==> config.mk <==
export PLATFORM = sky130hd
export DESIGN_NAME = bp_c_mul1_flat
export DESIGN_NICKNAME = d
export VERILOG_FILES = /design/src/rtl/bp_c_mul1_if.sv /design/src/rtl/bp_c_mul1.sv /design/src/flat_wrapper.sv
export SDC_FILE = /design/constraint.sdc
export NUM_CORES = 1
export LEC_CHECK = 0
export ABC_AREA = 1
export ABC_CLOCK_PERIOD_IN_PS = 1350
export BUFFER_PORTS_ARGS = -buffer_cell sky130_fd_sc_hd__buf_2
export CAP_MARGIN = 20
export CORE_UTILIZATION = 30
export CTS_CLUSTER_DIAMETER = 80
export DETAILED_ROUTE_END_ITERATION = 10
export PLACE_DENSITY = 0.57
export SLEW_MARGIN = 0
export SYNTH_ARGS = -nofsm -noshare
export SYNTH_HDL_FRONTEND = slang
export SYNTH_SLANG_ARGS = --single-unit
export TNS_END_PERCENT = 50
==> constraint.sdc <==
create_clock -name clk -period 1.35 [get_ports clk]
set_input_delay 0.27 -clock clk [delete_from_list [all_inputs] [get_ports clk]]
set_output_delay 0.27 -clock clk [all_outputs]
set_load 0.01 [all_outputs]
==> src/rtl/bp_c_mul1_if.sv <==
// Bundle of the shared linear-layer inputs, randomness and aligned outputs of bp_c_mul1.
// D is the number of shares; rnd carries one D(D-1)/2 slice per HPC2 gadget.
interface bp_c_mul1_if #(
    parameter int D = 2
);
    localparam int RW = 9 * D * (D - 1) / 2;

    logic          in_valid;
    logic [D-1:0]  t1, t2, t3, t4, t6, t8, t9, t10, t13, t14, t15;
    logic [D-1:0]  t16, t17, t19, t20, t22, t23, t24, t25, t26, t27, y5;
    logic [RW-1:0] rnd;

    logic          out_valid;
    logic [D-1:0]  m20, m21, m22, m23;
    logic [D-1:0]  t1_d, t2_d, t3_d, t4_d, t6_d, t8_d, t9_d, t10_d, t13_d;
    logic [D-1:0]  t15_d, t16_d, t17_d, t19_d, t20_d, t22_d, t23_d, t27_d, y5_d;

    modport master (
        output in_valid, rnd,
        output t1, t2, t3, t4, t6, t8, t9, t10, t13, t14, t15,
        output t16, t17, t19, t20, t22, t23, t24, t25, t26, t27, y5,
        input  out_valid, m20, m21, m22, m23,
        input  t1_d, t2_d, t3_d, t4_d, t6_d, t8_d, t9_d, t10_d, t13_d,
        input  t15_d, t16_d, t17_d, t19_d, t20_d, t22_d, t23_d, t27_d, y5_d
    );

    modport slave (
        input  in_valid, rnd,
        input  t1, t2, t3, t4, t6, t8, t9, t10, t13, t14, t15,
        input  t16, t17, t19, t20, t22, t23, t24, t25, t26, t27, y5,
        output out_valid, m20, m21, m22, m23,
        output t1_d, t2_d, t3_d, t4_d, t6_d, t8_d, t9_d, t10_d, t13_d,
        output t15_d, t16_d, t17_d, t19_d, t20_d, t22_d, t23_d, t27_d, y5_d
    );
endinterface

==> src/rtl/bp_c_mul1.sv <==
// First nonlinear stage of the masked Boyar-Peralta S-box: nine HPC2 ANDs feeding the m20..m23 XOR network.
// Optional macro BP_C_MUL1_OUTREG_EN adds an output register stage (latency 2 instead of 1).

module MSKand_hpc2 #(
    parameter int D = 2
) (
    input  logic                     clk,
    input  logic                     rst_n,
    input  logic                     i_en,
    input  logic [D-1:0]             i_a,
    input  logic [D-1:0]             i_b,
    input  logic [D*(D-1)/2-1:0]     i_rnd,
    output logic [D-1:0]             o_c
);
    logic [D-1:0]          r_a;
    logic [D-1:0]          r_ab;
    logic [D-1:0][D-1:0]   w_cross;

    always_ff @(posedge clk or negedge rst_n) begin
        if (!rst_n) begin
            r_a  <= '0;
            r_ab <= '0;
        end else if (i_en) begin
            r_a  <= i_a;
            r_ab <= i_a & i_b;
        end
    end

    for (genvar gi = 0; gi < D; gi++) begin : g_row
        for (genvar gj = 0; gj < D; gj++) begin : g_col
            if (gi != gj) begin : g_pair
                // r_ij is shared by the (i,j) and (j,i) terms so it cancels on recombination.
                localparam int P = (gi < gj) ? (gi * (2 * D - gi - 1) / 2 + (gj - gi - 1))
                                             : (gj * (2 * D - gj - 1) / 2 + (gi - gj - 1));
                logic r_u;
                logic r_v;

                always_ff @(posedge clk or negedge rst_n) begin
                    if (!rst_n) begin
                        r_u <= 1'b0;
                        r_v <= 1'b0;
                    end else if (i_en) begin
                        r_u <= ~i_a[gi] & i_rnd[P];
                        r_v <= i_b[gj] ^ i_rnd[P];
                    end
                end

                assign w_cross[gi][gj] = r_u ^ (r_a[gi] & r_v);
            end else begin : g_diag
                assign w_cross[gi][gj] = 1'b0;
            end
        end
        assign o_c[gi] = r_ab[gi] ^ (^w_cross[gi]);
    end
endmodule

module bp_c_mul1 #(
    parameter int D = 2
) (
    input  logic          clk,
    input  logic          rst_n,
    bp_c_mul1_if.slave    bus
);
    localparam int PW = D * (D - 1) / 2;
    localparam int NG = 9;
    localparam int NP = 18;

    logic [NG-1:0][D-1:0] w_ga;
    logic [NG-1:0][D-1:0] w_gb;
    logic [NG-1:0][D-1:0] w_gm;

    // Gadget k order: M1, M2, M4, M6, M7, M9, M11, M12, M14.
    assign w_ga[0] = bus.t13;  assign w_gb[0] = bus.t6;
    assign w_ga[1] = bus.t23;  assign w_gb[1] = bus.t8;
    assign w_ga[2] = bus.t19;  assign w_gb[2] = bus.y5;
    assign w_ga[3] = bus.t3;   assign w_gb[3] = bus.t16;
    assign w_ga[4] = bus.t22;  assign w_gb[4] = bus.t9;
    assign w_ga[5] = bus.t20;  assign w_gb[5] = bus.t17;
    assign w_ga[6] = bus.t1;   assign w_gb[6] = bus.t15;
    assign w_ga[7] = bus.t4;   assign w_gb[7] = bus.t27;
    assign w_ga[8] = bus.t2;   assign w_gb[8] = bus.t10;

    for (genvar k = 0; k < NG; k++) begin : g_and
        MSKand_hpc2 #(.D(D)) u_and (
            .clk   (clk),
            .rst_n (rst_n),
            .i_en  (bus.in_valid),
            .i_a   (w_ga[k]),
            .i_b   (w_gb[k]),
            .i_rnd (bus.rnd[k*PW +: PW]),
            .o_c   (w_gm[k])
        );
    end

    logic [NP-1:0][D-1:0] w_passIn;
    logic [NP-1:0][D-1:0] r_pass;
    logic [D-1:0]         r_t14, r_t24, r_t25, r_t26;
    logic                 r_valid1;

    assign w_passIn = {bus.t1, bus.t2, bus.t3, bus.t4, bus.t6, bus.t8, bus.t9, bus.t10, bus.t13,
                       bus.t15, bus.t16, bus.t17, bus.t19, bus.t20, bus.t22, bus.t23, bus.t27, bus.y5};

    // Linear terms are held on idle cycles so no share toggles without a new sharing.
    always_ff @(posedge clk or negedge rst_n) begin
        if (!rst_n) begin
            r_valid1 <= 1'b0;
            r_pass   <= '0;
            r_t14    <= '0;
            r_t24    <= '0;
            r_t25    <= '0;
            r_t26    <= '0;
        end else begin
            r_valid1 <= bus.in_valid;
            if (bus.in_valid) begin
                r_pass <= w_passIn;
                r_t14  <= bus.t14;
                r_t24  <= bus.t24;
                r_t25  <= bus.t25;
                r_t26  <= bus.t26;
            end
        end
    end

    logic [D-1:0] w_M1, w_M2, w_M4, w_M6, w_M7, w_M9, w_M11, w_M12, w_M14;
    logic [D-1:0] w_M3, w_M5, w_M8, w_M10, w_M13, w_M15;
    logic [D-1:0] w_M16, w_M17, w_M18, w_M19;
    logic [D-1:0] w_m20, w_m21, w_m22, w_m23;

    assign {w_M1, w_M2, w_M4, w_M6, w_M7, w_M9, w_M11, w_M12, w_M14} =
           {w_gm[0], w_gm[1], w_gm[2], w_gm[3], w_gm[4], w_gm[5], w_gm[6], w_gm[7], w_gm[8]};

    assign w_M3  = r_t14 ^ w_M1;
    assign w_M5  = w_M4  ^ w_M1;
    assign w_M8  = r_t26 ^ w_M6;
    assign w_M10 = w_M9  ^ w_M6;
    assign w_M13 = w_M12 ^ w_M11;
    assign w_M15 = w_M14 ^ w_M11;
    assign w_M16 = w_M3  ^ w_M2;
    assign w_M17 = w_M5  ^ r_t24;
    assign w_M18 = w_M8  ^ w_M7;
    assign w_M19 = w_M10 ^ w_M15;
    assign w_m20 = w_M16 ^ w_M13;
    assign w_m21 = w_M17 ^ w_M15;
    assign w_m22 = w_M18 ^ w_M13;
    assign w_m23 = w_M19 ^ r_t25;

    logic [3:0][D-1:0]    w_mNet;
    logic [3:0][D-1:0]    w_mFin;
    logic [NP-1:0][D-1:0] w_passFin;
    logic                 w_outValid;

    assign w_mNet = {w_m20, w_m21, w_m22, w_m23};

`ifdef BP_C_MUL1_OUTREG_EN
    logic [3:0][D-1:0]    r_mOut;
    logic [NP-1:0][D-1:0] r_passOut;
    logic                 r_valid2;

    always_ff @(posedge clk or negedge rst_n) begin
        if (!rst_n) begin
            r_valid2  <= 1'b0;
            r_mOut    <= '0;
            r_passOut <= '0;
        end else begin
            r_valid2 <= r_valid1;
            if (r_valid1) begin
                r_mOut    <= w_mNet;
                r_passOut <= r_pass;
            end
        end
    end

    assign w_outValid = r_valid2;
    assign w_mFin     = r_mOut;
    assign w_passFin  = r_passOut;
`else
    assign w_outValid = r_valid1;
    assign w_mFin     = w_mNet;
    assign w_passFin  = r_pass;
`endif

    // Gating by out_valid also zeroes everything immediately on an asynchronous reset.
    logic [3:0][D-1:0]    w_mOut;
    logic [NP-1:0][D-1:0] w_passOut;

    assign w_mOut    = w_mFin    & {(4*D){w_outValid}};
    assign w_passOut = w_passFin & {(NP*D){w_outValid}};

    assign bus.out_valid = w_outValid;
    assign {bus.m20, bus.m21, bus.m22, bus.m23} = w_mOut;
    assign {bus.t1_d, bus.t2_d, bus.t3_d, bus.t4_d, bus.t6_d, bus.t8_d, bus.t9_d, bus.t10_d, bus.t13_d,
            bus.t15_d, bus.t16_d, bus.t17_d, bus.t19_d, bus.t20_d, bus.t22_d, bus.t23_d, bus.t27_d,
            bus.y5_d} = w_passOut;
endmodule

==> src/flat_wrapper.sv <==
// flat-port wrapper written by rule: the top's interface ports become plain ports
module bp_c_mul1_flat 
#(
    parameter int D = 2
)
  (clk, rst_n, bus_in_valid, bus_rnd, bus_t1, bus_t2, bus_t3, bus_t4, bus_t6, bus_t8, bus_t9, bus_t10, bus_t13, bus_t14, bus_t15, bus_t16, bus_t17, bus_t19, bus_t20, bus_t22, bus_t23, bus_t24, bus_t25, bus_t26, bus_t27, bus_y5, bus_out_valid, bus_m20, bus_m21, bus_m22, bus_m23, bus_t1_d, bus_t2_d, bus_t3_d, bus_t4_d, bus_t6_d, bus_t8_d, bus_t9_d, bus_t10_d, bus_t13_d, bus_t15_d, bus_t16_d, bus_t17_d, bus_t19_d, bus_t20_d, bus_t22_d, bus_t23_d, bus_t27_d, bus_y5_d);
  bp_c_mul1_if #(.D(D)) bus_i ();
  input  logic clk;
  input  logic rst_n;
  input wire logic [$bits(bus_i.in_valid)-1:0] bus_in_valid;
  input wire logic [$bits(bus_i.rnd)-1:0] bus_rnd;
  input wire logic [$bits(bus_i.t1)-1:0] bus_t1;
  input wire logic [$bits(bus_i.t2)-1:0] bus_t2;
  input wire logic [$bits(bus_i.t3)-1:0] bus_t3;
  input wire logic [$bits(bus_i.t4)-1:0] bus_t4;
  input wire logic [$bits(bus_i.t6)-1:0] bus_t6;
  input wire logic [$bits(bus_i.t8)-1:0] bus_t8;
  input wire logic [$bits(bus_i.t9)-1:0] bus_t9;
  input wire logic [$bits(bus_i.t10)-1:0] bus_t10;
  input wire logic [$bits(bus_i.t13)-1:0] bus_t13;
  input wire logic [$bits(bus_i.t14)-1:0] bus_t14;
  input wire logic [$bits(bus_i.t15)-1:0] bus_t15;
  input wire logic [$bits(bus_i.t16)-1:0] bus_t16;
  input wire logic [$bits(bus_i.t17)-1:0] bus_t17;
  input wire logic [$bits(bus_i.t19)-1:0] bus_t19;
  input wire logic [$bits(bus_i.t20)-1:0] bus_t20;
  input wire logic [$bits(bus_i.t22)-1:0] bus_t22;
  input wire logic [$bits(bus_i.t23)-1:0] bus_t23;
  input wire logic [$bits(bus_i.t24)-1:0] bus_t24;
  input wire logic [$bits(bus_i.t25)-1:0] bus_t25;
  input wire logic [$bits(bus_i.t26)-1:0] bus_t26;
  input wire logic [$bits(bus_i.t27)-1:0] bus_t27;
  input wire logic [$bits(bus_i.y5)-1:0] bus_y5;
  output wire logic [$bits(bus_i.out_valid)-1:0] bus_out_valid;
  output wire logic [$bits(bus_i.m20)-1:0] bus_m20;
  output wire logic [$bits(bus_i.m21)-1:0] bus_m21;
  output wire logic [$bits(bus_i.m22)-1:0] bus_m22;
  output wire logic [$bits(bus_i.m23)-1:0] bus_m23;
  output wire logic [$bits(bus_i.t1_d)-1:0] bus_t1_d;
  output wire logic [$bits(bus_i.t2_d)-1:0] bus_t2_d;
  output wire logic [$bits(bus_i.t3_d)-1:0] bus_t3_d;
  output wire logic [$bits(bus_i.t4_d)-1:0] bus_t4_d;
  output wire logic [$bits(bus_i.t6_d)-1:0] bus_t6_d;
  output wire logic [$bits(bus_i.t8_d)-1:0] bus_t8_d;
  output wire logic [$bits(bus_i.t9_d)-1:0] bus_t9_d;
  output wire logic [$bits(bus_i.t10_d)-1:0] bus_t10_d;
  output wire logic [$bits(bus_i.t13_d)-1:0] bus_t13_d;
  output wire logic [$bits(bus_i.t15_d)-1:0] bus_t15_d;
  output wire logic [$bits(bus_i.t16_d)-1:0] bus_t16_d;
  output wire logic [$bits(bus_i.t17_d)-1:0] bus_t17_d;
  output wire logic [$bits(bus_i.t19_d)-1:0] bus_t19_d;
  output wire logic [$bits(bus_i.t20_d)-1:0] bus_t20_d;
  output wire logic [$bits(bus_i.t22_d)-1:0] bus_t22_d;
  output wire logic [$bits(bus_i.t23_d)-1:0] bus_t23_d;
  output wire logic [$bits(bus_i.t27_d)-1:0] bus_t27_d;
  output wire logic [$bits(bus_i.y5_d)-1:0] bus_y5_d;
  assign bus_i.in_valid = bus_in_valid;
  assign bus_i.rnd = bus_rnd;
  assign bus_i.t1 = bus_t1;
  assign bus_i.t2 = bus_t2;
  assign bus_i.t3 = bus_t3;
  assign bus_i.t4 = bus_t4;
  assign bus_i.t6 = bus_t6;
  assign bus_i.t8 = bus_t8;
  assign bus_i.t9 = bus_t9;
  assign bus_i.t10 = bus_t10;
  assign bus_i.t13 = bus_t13;
  assign bus_i.t14 = bus_t14;
  assign bus_i.t15 = bus_t15;
  assign bus_i.t16 = bus_t16;
  assign bus_i.t17 = bus_t17;
  assign bus_i.t19 = bus_t19;
  assign bus_i.t20 = bus_t20;
  assign bus_i.t22 = bus_t22;
  assign bus_i.t23 = bus_t23;
  assign bus_i.t24 = bus_t24;
  assign bus_i.t25 = bus_t25;
  assign bus_i.t26 = bus_t26;
  assign bus_i.t27 = bus_t27;
  assign bus_i.y5 = bus_y5;
  assign bus_out_valid = bus_i.out_valid;
  assign bus_m20 = bus_i.m20;
  assign bus_m21 = bus_i.m21;
  assign bus_m22 = bus_i.m22;
  assign bus_m23 = bus_i.m23;
  assign bus_t1_d = bus_i.t1_d;
  assign bus_t2_d = bus_i.t2_d;
  assign bus_t3_d = bus_i.t3_d;
  assign bus_t4_d = bus_i.t4_d;
  assign bus_t6_d = bus_i.t6_d;
  assign bus_t8_d = bus_i.t8_d;
  assign bus_t9_d = bus_i.t9_d;
  assign bus_t10_d = bus_i.t10_d;
  assign bus_t13_d = bus_i.t13_d;
  assign bus_t15_d = bus_i.t15_d;
  assign bus_t16_d = bus_i.t16_d;
  assign bus_t17_d = bus_i.t17_d;
  assign bus_t19_d = bus_i.t19_d;
  assign bus_t20_d = bus_i.t20_d;
  assign bus_t22_d = bus_i.t22_d;
  assign bus_t23_d = bus_i.t23_d;
  assign bus_t27_d = bus_i.t27_d;
  assign bus_y5_d = bus_i.y5_d;
  bp_c_mul1 #(.D(D)) u_core (.clk(clk), .rst_n(rst_n), .bus(bus_i));
endmodule
-- Word-level counts from Yosys, hierarchy flattened
Index checks and enable logic that the tools add are counted.
- bits in registers: 99
- bits in latches: 0
- memory bits (writable): 0
- ROM bits: 0
- output and inout bits: 45
- memories: 0
- add/sub/neg operators: 0
- $mul: 0
- div/mod/pow operators: 0
- magnitude comparators: 0
- eq/ne operators: 0
- shifts and indexed selects: 0
- multiplexer cells: 0
- bitwise logic cells: 133
- reductions and logical operators: 18
- operators by type and width (kind ; number):
    XOR 1 bit ; 54
    bitwise AND 1 bit ; 36
    bitwise AND 36 bit ; 1
    parity 2 bit ; 18
    XOR 2 bit ; 14
    bitwise AND 2 bit ; 9
    inverter 1 bit ; 18
    bitwise AND 8 bit ; 1

-- Depth between registers and ports, before layout
Gate-level depths: netlist of run 1.
- word-level depth: 8
- depth in mapped cells: 12
- depth with buffers taken out: 12

-- By module
Synthesis of run 1 repeated with hierarchy kept, for this count alone.
- cell total of the unflattened synthesis: 821
- area, all modules: 6452.4 µm²
- by module, submodules not included (module ; times used ; cells an instance ; area an instance (µm²)):
    MSKand_hpc2 ; 9 ; 59 ; 429.2
    bp_c_mul1 ; 1 ; 290 ; 2590.0

-- Worst setup path after synthesis of run 1
Ideal clock, no wire load.
- path kind: register to output
- start: reg u_core.g_and[7].u_and.g_row[1].g_col[0].g_pair.r_u
- end: out bus_m20[1]
- arrival: 1.182 ns
- required time: 1.080 ns
- setup slack: -0.102 ns
- cell stages (with the launch flop): 6
- path through: dfrtp_1 -> xnor2_1 -> xnor2_1 -> xor2_1 -> nor2_1 -> nor2_1
- cells in the longest elaborated chain, start to end: 6
- RTL lines (element ; RTL line ; text):
    start, declared ; bp_c_mul1.sv:35 ; logic r_u;
    start signal, assigned ; bp_c_mul1.sv:43 ; r_u <= ~i_a[gi] & i_rnd[P];
    XOR 1 bit ; bp_c_mul1.sv:48 ; assign w_cross[gi][gj] = r_u ^ (r_a[gi] & r_v);
    parity 2 bit ; bp_c_mul1.sv:53 ; assign o_c[gi] = r_ab[gi] ^ (^w_cross[gi]);
    XOR 1 bit ; bp_c_mul1.sv:53 ;
    XOR 2 bit ; bp_c_mul1.sv:136 ; assign w_M13 = w_M12 ^ w_M11;
    XOR 2 bit ; bp_c_mul1.sv:142 ; assign w_m20 = w_M16 ^ w_M13;
    bitwise AND 8 bit ; bp_c_mul1.sv:186 ; assign w_mOut = w_mFin & {(4*D){w_outValid}};
    end, declared ; flat_wrapper.sv:35 ; output wire logic [$bits(bus_i.m20)-1:0] bus_m20;
No other way between the ends.

-- Worst setup path after layout of run 1
- start: reg u_core.g_and[7].u_and.g_row[0].g_col[1].g_pair.r_u
- end: out bus_m22[0]
- cells in the longest elaborated chain, start to end: 6
- RTL lines (element ; RTL line ; text):
    start, declared ; bp_c_mul1.sv:35 ;
    start signal, assigned ; bp_c_mul1.sv:43 ;
    XOR 1 bit ; bp_c_mul1.sv:48 ;
    parity 2 bit ; bp_c_mul1.sv:53 ;
    XOR 1 bit ; bp_c_mul1.sv:53 ;
    XOR 2 bit ; bp_c_mul1.sv:136 ;
    XOR 2 bit ; bp_c_mul1.sv:144 ; assign w_m22 = w_M18 ^ w_M13;
    bitwise AND 8 bit ; bp_c_mul1.sv:186 ;
    end, declared ; flat_wrapper.sv:37 ; output wire logic [$bits(bus_i.m22)-1:0] bus_m22;
No other way between the ends.

==> flow_summary_export.csv, run 1 <==
group,metric,value,unit
global_routing,grt_pass1_wl,21660,microns
worst_setup_path,r2r_cells,4,
floorplan,die_y,132.5,microns
timing,tns,-12.33,ns
timing,max-slew-margin-rel,74.89,%
timing,hold_violations,0,
logic_synthesis,synth.cell_area,5109,sq um
logic_synthesis,syn_inst,690,
worst_setup_path,endpoint_kind,"output port",
run,cap_violations,0,
logic_synthesis,synth_area_leaders,"dfrtp_1, nand2_1, inv_1",
worst_setup_path,regToRegSetupSlack,0.40,ns
cells_and_area,final_util,44.15,%
cells_and_area,design_area,7321,sq um
worst_hold_path,whs_path_depth,3,
worst_setup_path,regToRegStartpoint,"u_core.g_and[3].u_and.r_a[0]",
worst_hold_path,worstHoldStart,"bus_t24[1]",
cts,htree_levels,3,
timing,post-route-period-util,149.3,%
cells_and_area,drive_above_1_share,38.46,%
floorplan,io_pins,101,
worst_setup_path,startpoint_type,"register",
timing,fmax,496.2,MHz
worst_hold_path,hp-class,"primary input to register",
pwr,design_power_total,8.579,mW
global_routing,antenna_found_initial,0,
timing,rsz0062_at_grt,"true",
timing,period_minus_slack,2.015,ns
drt,drt_pass1_iterations,4,
global_routing,grt-ovfl-total,0,
drt,wl,13200,microns
floorplan,dieArea,17550,sq um
placed_design,port-buffer-count,100,
timing,clock-skew-final,0,ns
floorplan,die_w,132.5,microns
logic_synthesis,ys_ff_latch,99,
drt,drt_iter0_drc,220,
logic_synthesis,syn_nets,746,
drt,vias,4681,
cells_and_area,fin_nets,910,
cells_and_area,instances_no_fill,1078,
cts,clkLatencyLatePin,0.34,ns
worst_setup_path,crit_required,1.08,ns
cts,clk_pin_slew,0.07,ns
worst_setup_path,path_class,"register to output port",
timing,worst_slack,-0.6654,ns
drt,wl_per_cell,12.24,microns
timing,slew_viol_final,0,
logic_synthesis,synth_area_leader_cell,"dfrtp_1",
worst_setup_path,timing.rr.end,"u_core.g_and[3].u_and.r_a[0]",
drt,via_per_inst,4.342,
placed_design,dp_cells,1043,
run_status,violations,"negative setup slack",
run_status,status,"complete, but fails checks",
global_routing,grt_start_max_net_pins,86,
placed_design,place.gp.congestion,0.7333,
worst_hold_path,hold_end,"u_core.r_t24[1]",
cells_and_area,area_delta_synth_final,43.30,%
floorplan,fp-row-count,47,
global_routing,grt_usage,15.68,%
timing,hold_slack,0.1285,ns
logic_synthesis,ys.warnings.count,0,
global_routing,grt_pass1_vias,4390,
drt,ant_nets,0,
floorplan,core,16580,sq um
cts,clockBufferDepth,2,
placed_design,dp_slack,-0.3199,ns
cts,root_buffer,"clkbuf_16",
worst_setup_path,path_max_fanout,4,
drt,drc_errors,0,
placed_design,placed_area,6285,sq um
logic_synthesis,yosysSeqAreaShare,48.49,%
logic_synthesis,synth.distinct_cells,18,
cts,cts_tree,"built",
cts,clock-sinks,99,
pwr,power_leakage,3.924,nW
worst_setup_path,arrival,1.75,ns
timing,worst_pin_slew,0.3766,ns
cells_and_area,antennaDiodeCount,0,
cts,numCtsBuffers,9,
logic_synthesis,synth_top_area_share,48.49,%
logic_synthesis,synth.avg_cell_area,7.404,sq um
pwr,ir_drop,0.0006300,V
placed_design,dp_hpwl,9226,microns
timing,setup_viol,45,
pwr,cellPowerDensity,1172,nW/um^2
floorplan,start_util,30.81,%
registers in the layout (all words and copies together) (netlist names):
name                                       flops
u_core.r_pass                                 24
u_core.g_and.u_and.g_row.g_col.g_pair.r_u     18
u_core.g_and.u_and.g_row.g_col.g_pair.r_v     18
u_core.g_and.u_and.r_ab                       18
u_core.g_and.u_and.r_a                        12
u_core.r_t14                                   2
u_core.r_t24                                   2
u_core.r_t25                                   2
u_core.r_t26                                   2
u_core.bus.out_valid                           1
layout by cell type, fill, tap and decap left out, types with 9 or more instances in the layout:
cell / synthesis / layout
dfrtp_1: 99 / 98
nand2_1: 282 / 202
o21ai_0: 42 / 40
inv_2: 0 / 35
nand3_1: 38 / 36
nand2_2: 1 / 69
nand2_4: 0 / 11
buf_2: 9 / 83
inv_1: 74 / 38
xor2_1: 16 / 10
buf_4: 0 / 62
buf_6: 1 / 18
nor2_1: 69 / 63
clkbuf_16: 0 / 9
xnor2_1: 28 / 23
report_power, final:
part | leakage, nW | internal (mW) | switching (mW)
logic | 2.57 | 1.13 | 1.38
registers | 1.22 | 3.23 | 0.203
clock network | 0.141 | 1.49 | 1.15
total | 3.92 | 5.85 | 2.73
how the worst max path moves through the flow:
| stage | startpoint | to | slack, ns | depth (start not counted) |
|---|---|---|---|---|
| after CTS | u_core.g_and[6].u_and.r_ab[1] | bus_m23[1] | -0.67 | 12 |
| after global routing | register | bus_m22[0] | -0.77 | 7 |
| after detailed placement | register | bus_m23[1] | -0.32 | 12 |
| final | register | bus_m22[0] | -0.67 | 7 |
| after global placement | register | bus_m21[0] | -0.34 | 9 |
| after floorplan | register | bus_m20[0] | -0.06 | 5 |
metal layers:
metal / part of all wire, % / vias up / GRT usage, %
met1: 49 / 2172 / 21.17
met3: 3.6 / 8 / 4.023
li1: - / 2427 / -
met2: 47 / 74 / 25.18
met5: 0 / - / 0
met4: 0.85 / 0 / 3.640
cell families (layout without fill, tap and decap cells):
| logic type | count (synthesis) | after routing | synth area share, % |
|---|---|---|---|
| xor+xnor | 44 | 44 | 7.543 |
| simple gates | 395 | 395 | 30.32 |
| compound gates | 54 | 54 | 5.878 |
| buf+inv | 98 | 266 | 7.764 |
| flops | 99 | 99 | 48.49 |
Yosys cell counts:
cell type and n:
a22o_1 8, clkbuf_1 12, nand3_1 38, clkbuf_8 1, buf_6 1, nand3b_1 3
o21ai_0 42, nand2_2 1, a21oi_1 4, inv_1 74, buf_1 1, xor2_1 16
xnor2_1 28, nor2_1 69, buf_2 9, nand2b_1 2, nand2_1 282, dfrtp_1 99
timing repair:
action,4_1_cts,5_1_grt
pin swaps,20,36
hold endpoints to repair,9,0
resized for setup,82,95
endpoints found under the setup margin,45,45
setup buffers,8,8
cloned,4,0
hold buffers,1,0
layout make-up:
class | instances | area (sq um)
inverters | 74 | 280.3
flip-flops and latches | 99 | 2479
fillers | 1747 | 9263
multi-input cells | 493 | 2619
clock buffers | 10 | 239.0
well taps | 220 | 275.3
clock inverters | 5 | 62.56
repair buffers | 177 | 1366
critical path: stages, from the launching register on:
cell and delay [ns]:
dfrtp_1 0.41, xnor2_2 0.15, xnor2_1 0.22, xor2_1 0.16
buf_4 0.16, nor2_1 0.06, nor2_2 0.12, buf_2 0.13
Note: power is estimated with default switching activity, not from simulation.
==> inputs of run 2 (changes only) <==
--- a/config.mk
+++ b/config.mk
@@ -5,14 +5,13 @@
 export SDC_FILE = /design/constraint.sdc
 export NUM_CORES = 1
 export LEC_CHECK = 0
-export ABC_AREA = 1
 export ABC_CLOCK_PERIOD_IN_PS = 1350
 export BUFFER_PORTS_ARGS = -buffer_cell sky130_fd_sc_hd__buf_2
 export CAP_MARGIN = 20
 export CORE_UTILIZATION = 30
 export CTS_CLUSTER_DIAMETER = 80
 export DETAILED_ROUTE_END_ITERATION = 10
-export PLACE_DENSITY = 0.57
+export PLACE_DENSITY = 0.58
 export SLEW_MARGIN = 0
 export SYNTH_ARGS = -nofsm -noshare
 export SYNTH_HDL_FRONTEND = slang
==> flow_summary_export.csv, run 2 <==
group,metric,value,unit
floorplan,die_w,128.9,microns
logic_synthesis,synth_most_common_cell,"dfrtp_1",
logic_synthesis,synth.cell_area,4827,sq um
logic_synthesis,synth_area_leader_cell,"dfrtp_1",
pwr,power_leakage,3.046,nW
timing,post-route-period-util,169.7,%
logic_synthesis,synth_top_area_share,51.32,%
run_status,violations,"negative setup slack",
logic_synthesis,yosysSeqAreaShare,51.32,%
placed_design,dp_hpwl,7982,microns
placed_design,dp_cells,779,
global_routing,grt_usage,14.59,%
cells_and_area,instances_no_fill,804,
worst_setup_path,regToRegSetupSlack,0.47,ns
worst_setup_path,endpoint_kind,"output port",
timing,clock-skew-final,0,ns
cts,clockBufferDepth,2,
drt,wl_met1,5084,microns
cts,htree_levels,3,
floorplan,start_util,30.61,%
cells_and_area,register_area,2477,sq um
logic_synthesis,ys_ff_latch,99,
cells_and_area,drive_above_1_share,43.03,%
drt,drc_errors,0,
cells_and_area,design_area,6743,sq um
floorplan,fp-row-count,46,
placed_design,dp_slack,-0.7213,ns
drt,vias,3520,
cells_and_area,final_util,42.76,%
logic_synthesis,ys_async_sr_fraction,100.0,%
global_routing,grt_pass1_wl,18490,microns
drt,drt_iter0_drc,140,
worst_setup_path,crit_start,"u_core.g_and[3].u_and.r_ab[0]",
cts,cts_tree,"built",
timing,period_minus_slack,2.292,ns
drt,wl,11490,microns
cells_and_area,fin_nets,639,
global_routing,grt_start_max_net_pins,63,
cts,numCtsBuffers,9,
worst_hold_path,hp-class,"primary input to register",
timing,hold_slack,0.1454,ns
timing,fmax,436.4,MHz
floorplan,dieArea,16600,sq um
logic_synthesis,ys.warnings.count,0,
timing,slew_viol_final,0,
logic_synthesis,syn_nets,509,
floorplan,core,15770,sq um
pwr,ir_drop,0.0006170,V
placed_design,port-buffer-count,100,
cts,clk_pin_slew,0.08,ns
worst_setup_path,regToRegStartpoint,"u_core.r_pass[29]",
cells_and_area,area_delta_synth_final,39.68,%
drt,met3_wirelength,480,microns
placed_design,placed_area,5794,sq um
cells_and_area,fillers,1538,
pwr,cellPowerDensity,1354,nW/um^2
worst_setup_path,crit_required,1.08,ns
timing,hold_violations,0,
drt,ant_nets,0,
timing,max-slew-margin-rel,67.04,%
cells_and_area,multi_input_area,2360,sq um
timing,worst_slack,-0.9415,ns
timing,worst_pin_slew,0.4945,ns
run,cap_violations,0,
cts,clock-sinks,99,
cts,clkLatencyLatePin,0.35,ns
logic_synthesis,synth.distinct_cells,17,
logic_synthesis,synth_area_leaders,"dfrtp_1, xnor2_1, mux2_2",
logic_synthesis,synth_common_cells,"dfrtp_1, xnor2_1, mux2_2",
logic_synthesis,syn_inst,453,
cells_and_area,layout_commonest_cell,"dfrtp_1",
timing,rsz0062_at_grt,"true",
placed_design,place.gp.congestion,0.7691,
cts,root_buffer,"clkbuf_16",
cells_and_area,regMostFlops,"u_core.r_pass",
cells_and_area,final_cell_mix,"dfrtp_1, buf_2, xnor2_1, mux2_2",
worst_hold_path,worstHoldStart,"bus_t25[0]",
drt,drt_pass1_iterations,4,
worst_setup_path,path_class,"register to output port",
drt,wl_per_cell,14.29,microns
worst_setup_path,startpoint_type,"register",
global_routing,antenna_found_initial,0,
timing,setup_viol,45,
global_routing,grt_pass1_vias,3591,
run_status,status,"complete, but fails checks",
drt,dr_wl_met2,5688,microns
cells_and_area,largest_register_ffs,24,
floorplan,die_y,128.9,microns
worst_setup_path,path_max_fanout,2,
global_routing,grt-ovfl-total,0,
drt,via_per_inst,4.378,
cells_and_area,antennaDiodeCount,0,
worst_setup_path,arrival,2.02,ns
logic_synthesis,synth.avg_cell_area,10.66,sq um
drt,top_layer_used,"met4",
floorplan,io_pins,101,
logic_synthesis,synth_edf_count,0,
logic_synthesis,synth_ff_type,"dfrtp_1",
==> run 2: cell types whose count changed after synthesis, moves of 14 or more <==
cell	change
xnor2_1	+44
and2_1	+36
nor2_1	-51
inv_1	-37
mux2_2	+44
a21oi_1	+14
nand3_1	-20
nand3b_1	+15
xor2_1	-14
nand2_1	-260
==> run 2: worst paths after layout <==
kind | depth (start not counted) | end
worst max-delay path | 7 | bus_m23[0]
worst min-delay path | 2 | u_core.r_t25[0]
worst max register to register | 2 | u_core.r_pass[29]
worst min register to register | 1 | u_core.r_pass[22]
max in group asynchronous | 3 | u_core.r_t14[0]
min in group asynchronous | 3 | asynchronous set/reset pin
==> run 2: power breakdown <==
group          switching, mW  internal, mW
clock network           1.21          1.83
registers              0.194          3.25
logic                   1.18          1.48
==> run 2: logic make-up (layout without fill, tap and decap cells) <==
group	Yosys count	count (layout)	share of synthesized area, %
simple gates	116	116	12.96
flops	99	99	51.32
xor+xnor	74	74	13.43
buf+inv	58	193	4.769
compound gates	54	54	5.599
mux	52	52	11.92
==> run 2: worst max-delay path, cell delays in order, from the launching register on <==
cell	delay [ns]
dfrtp_1	0.40
xnor2_1	0.14
xnor2_1	0.29
buf_4	0.17
xnor2_1	0.06
or2_1	0.22
mux2i_1	0.21
buf_2	0.18
==> run 2: timing repair <==
action | in CTS | in global routing
pin swaps | 5 | 8
endpoints found under the hold margin | 62 | 0
setup buffers | 6 | 3
hold buffers | 1 | 0
gates cloned | 0 | 1
endpoints found under the setup margin | 45 | 45
gates resized for setup | 39 | 62
==> run 2: per-layer routing <==
layer	global-route usage, %	up-vias
li1	-	1732
met1	18.71	1681
met2	23.69	85
met3	3.243	22
met4	6.298	0
met5	0	-
==> run 2: layout make-up <==
type | instances | share of cell area [%]
flip-flops and latches | 99 | 36.74
multi-input cells | 296 | 35.00
repair buffers | 140 | 17.02
well taps | 216 | 4.008
clock buffers | 9 | 3.340
inverters | 37 | 2.060
clock inverters | 7 | 1.837
==> run 2: metrics by stage <==
step,TNS [ns],power [mW]
2_1_floorplan,-2.073,4.819
3_3_place_gp,-4.632,5.646
3_5_place_dp,-4.630,5.679
4_1_cts,-17.81,8.989
5_1_grt,-17.89,9.582
6_report,-15.42,9.131
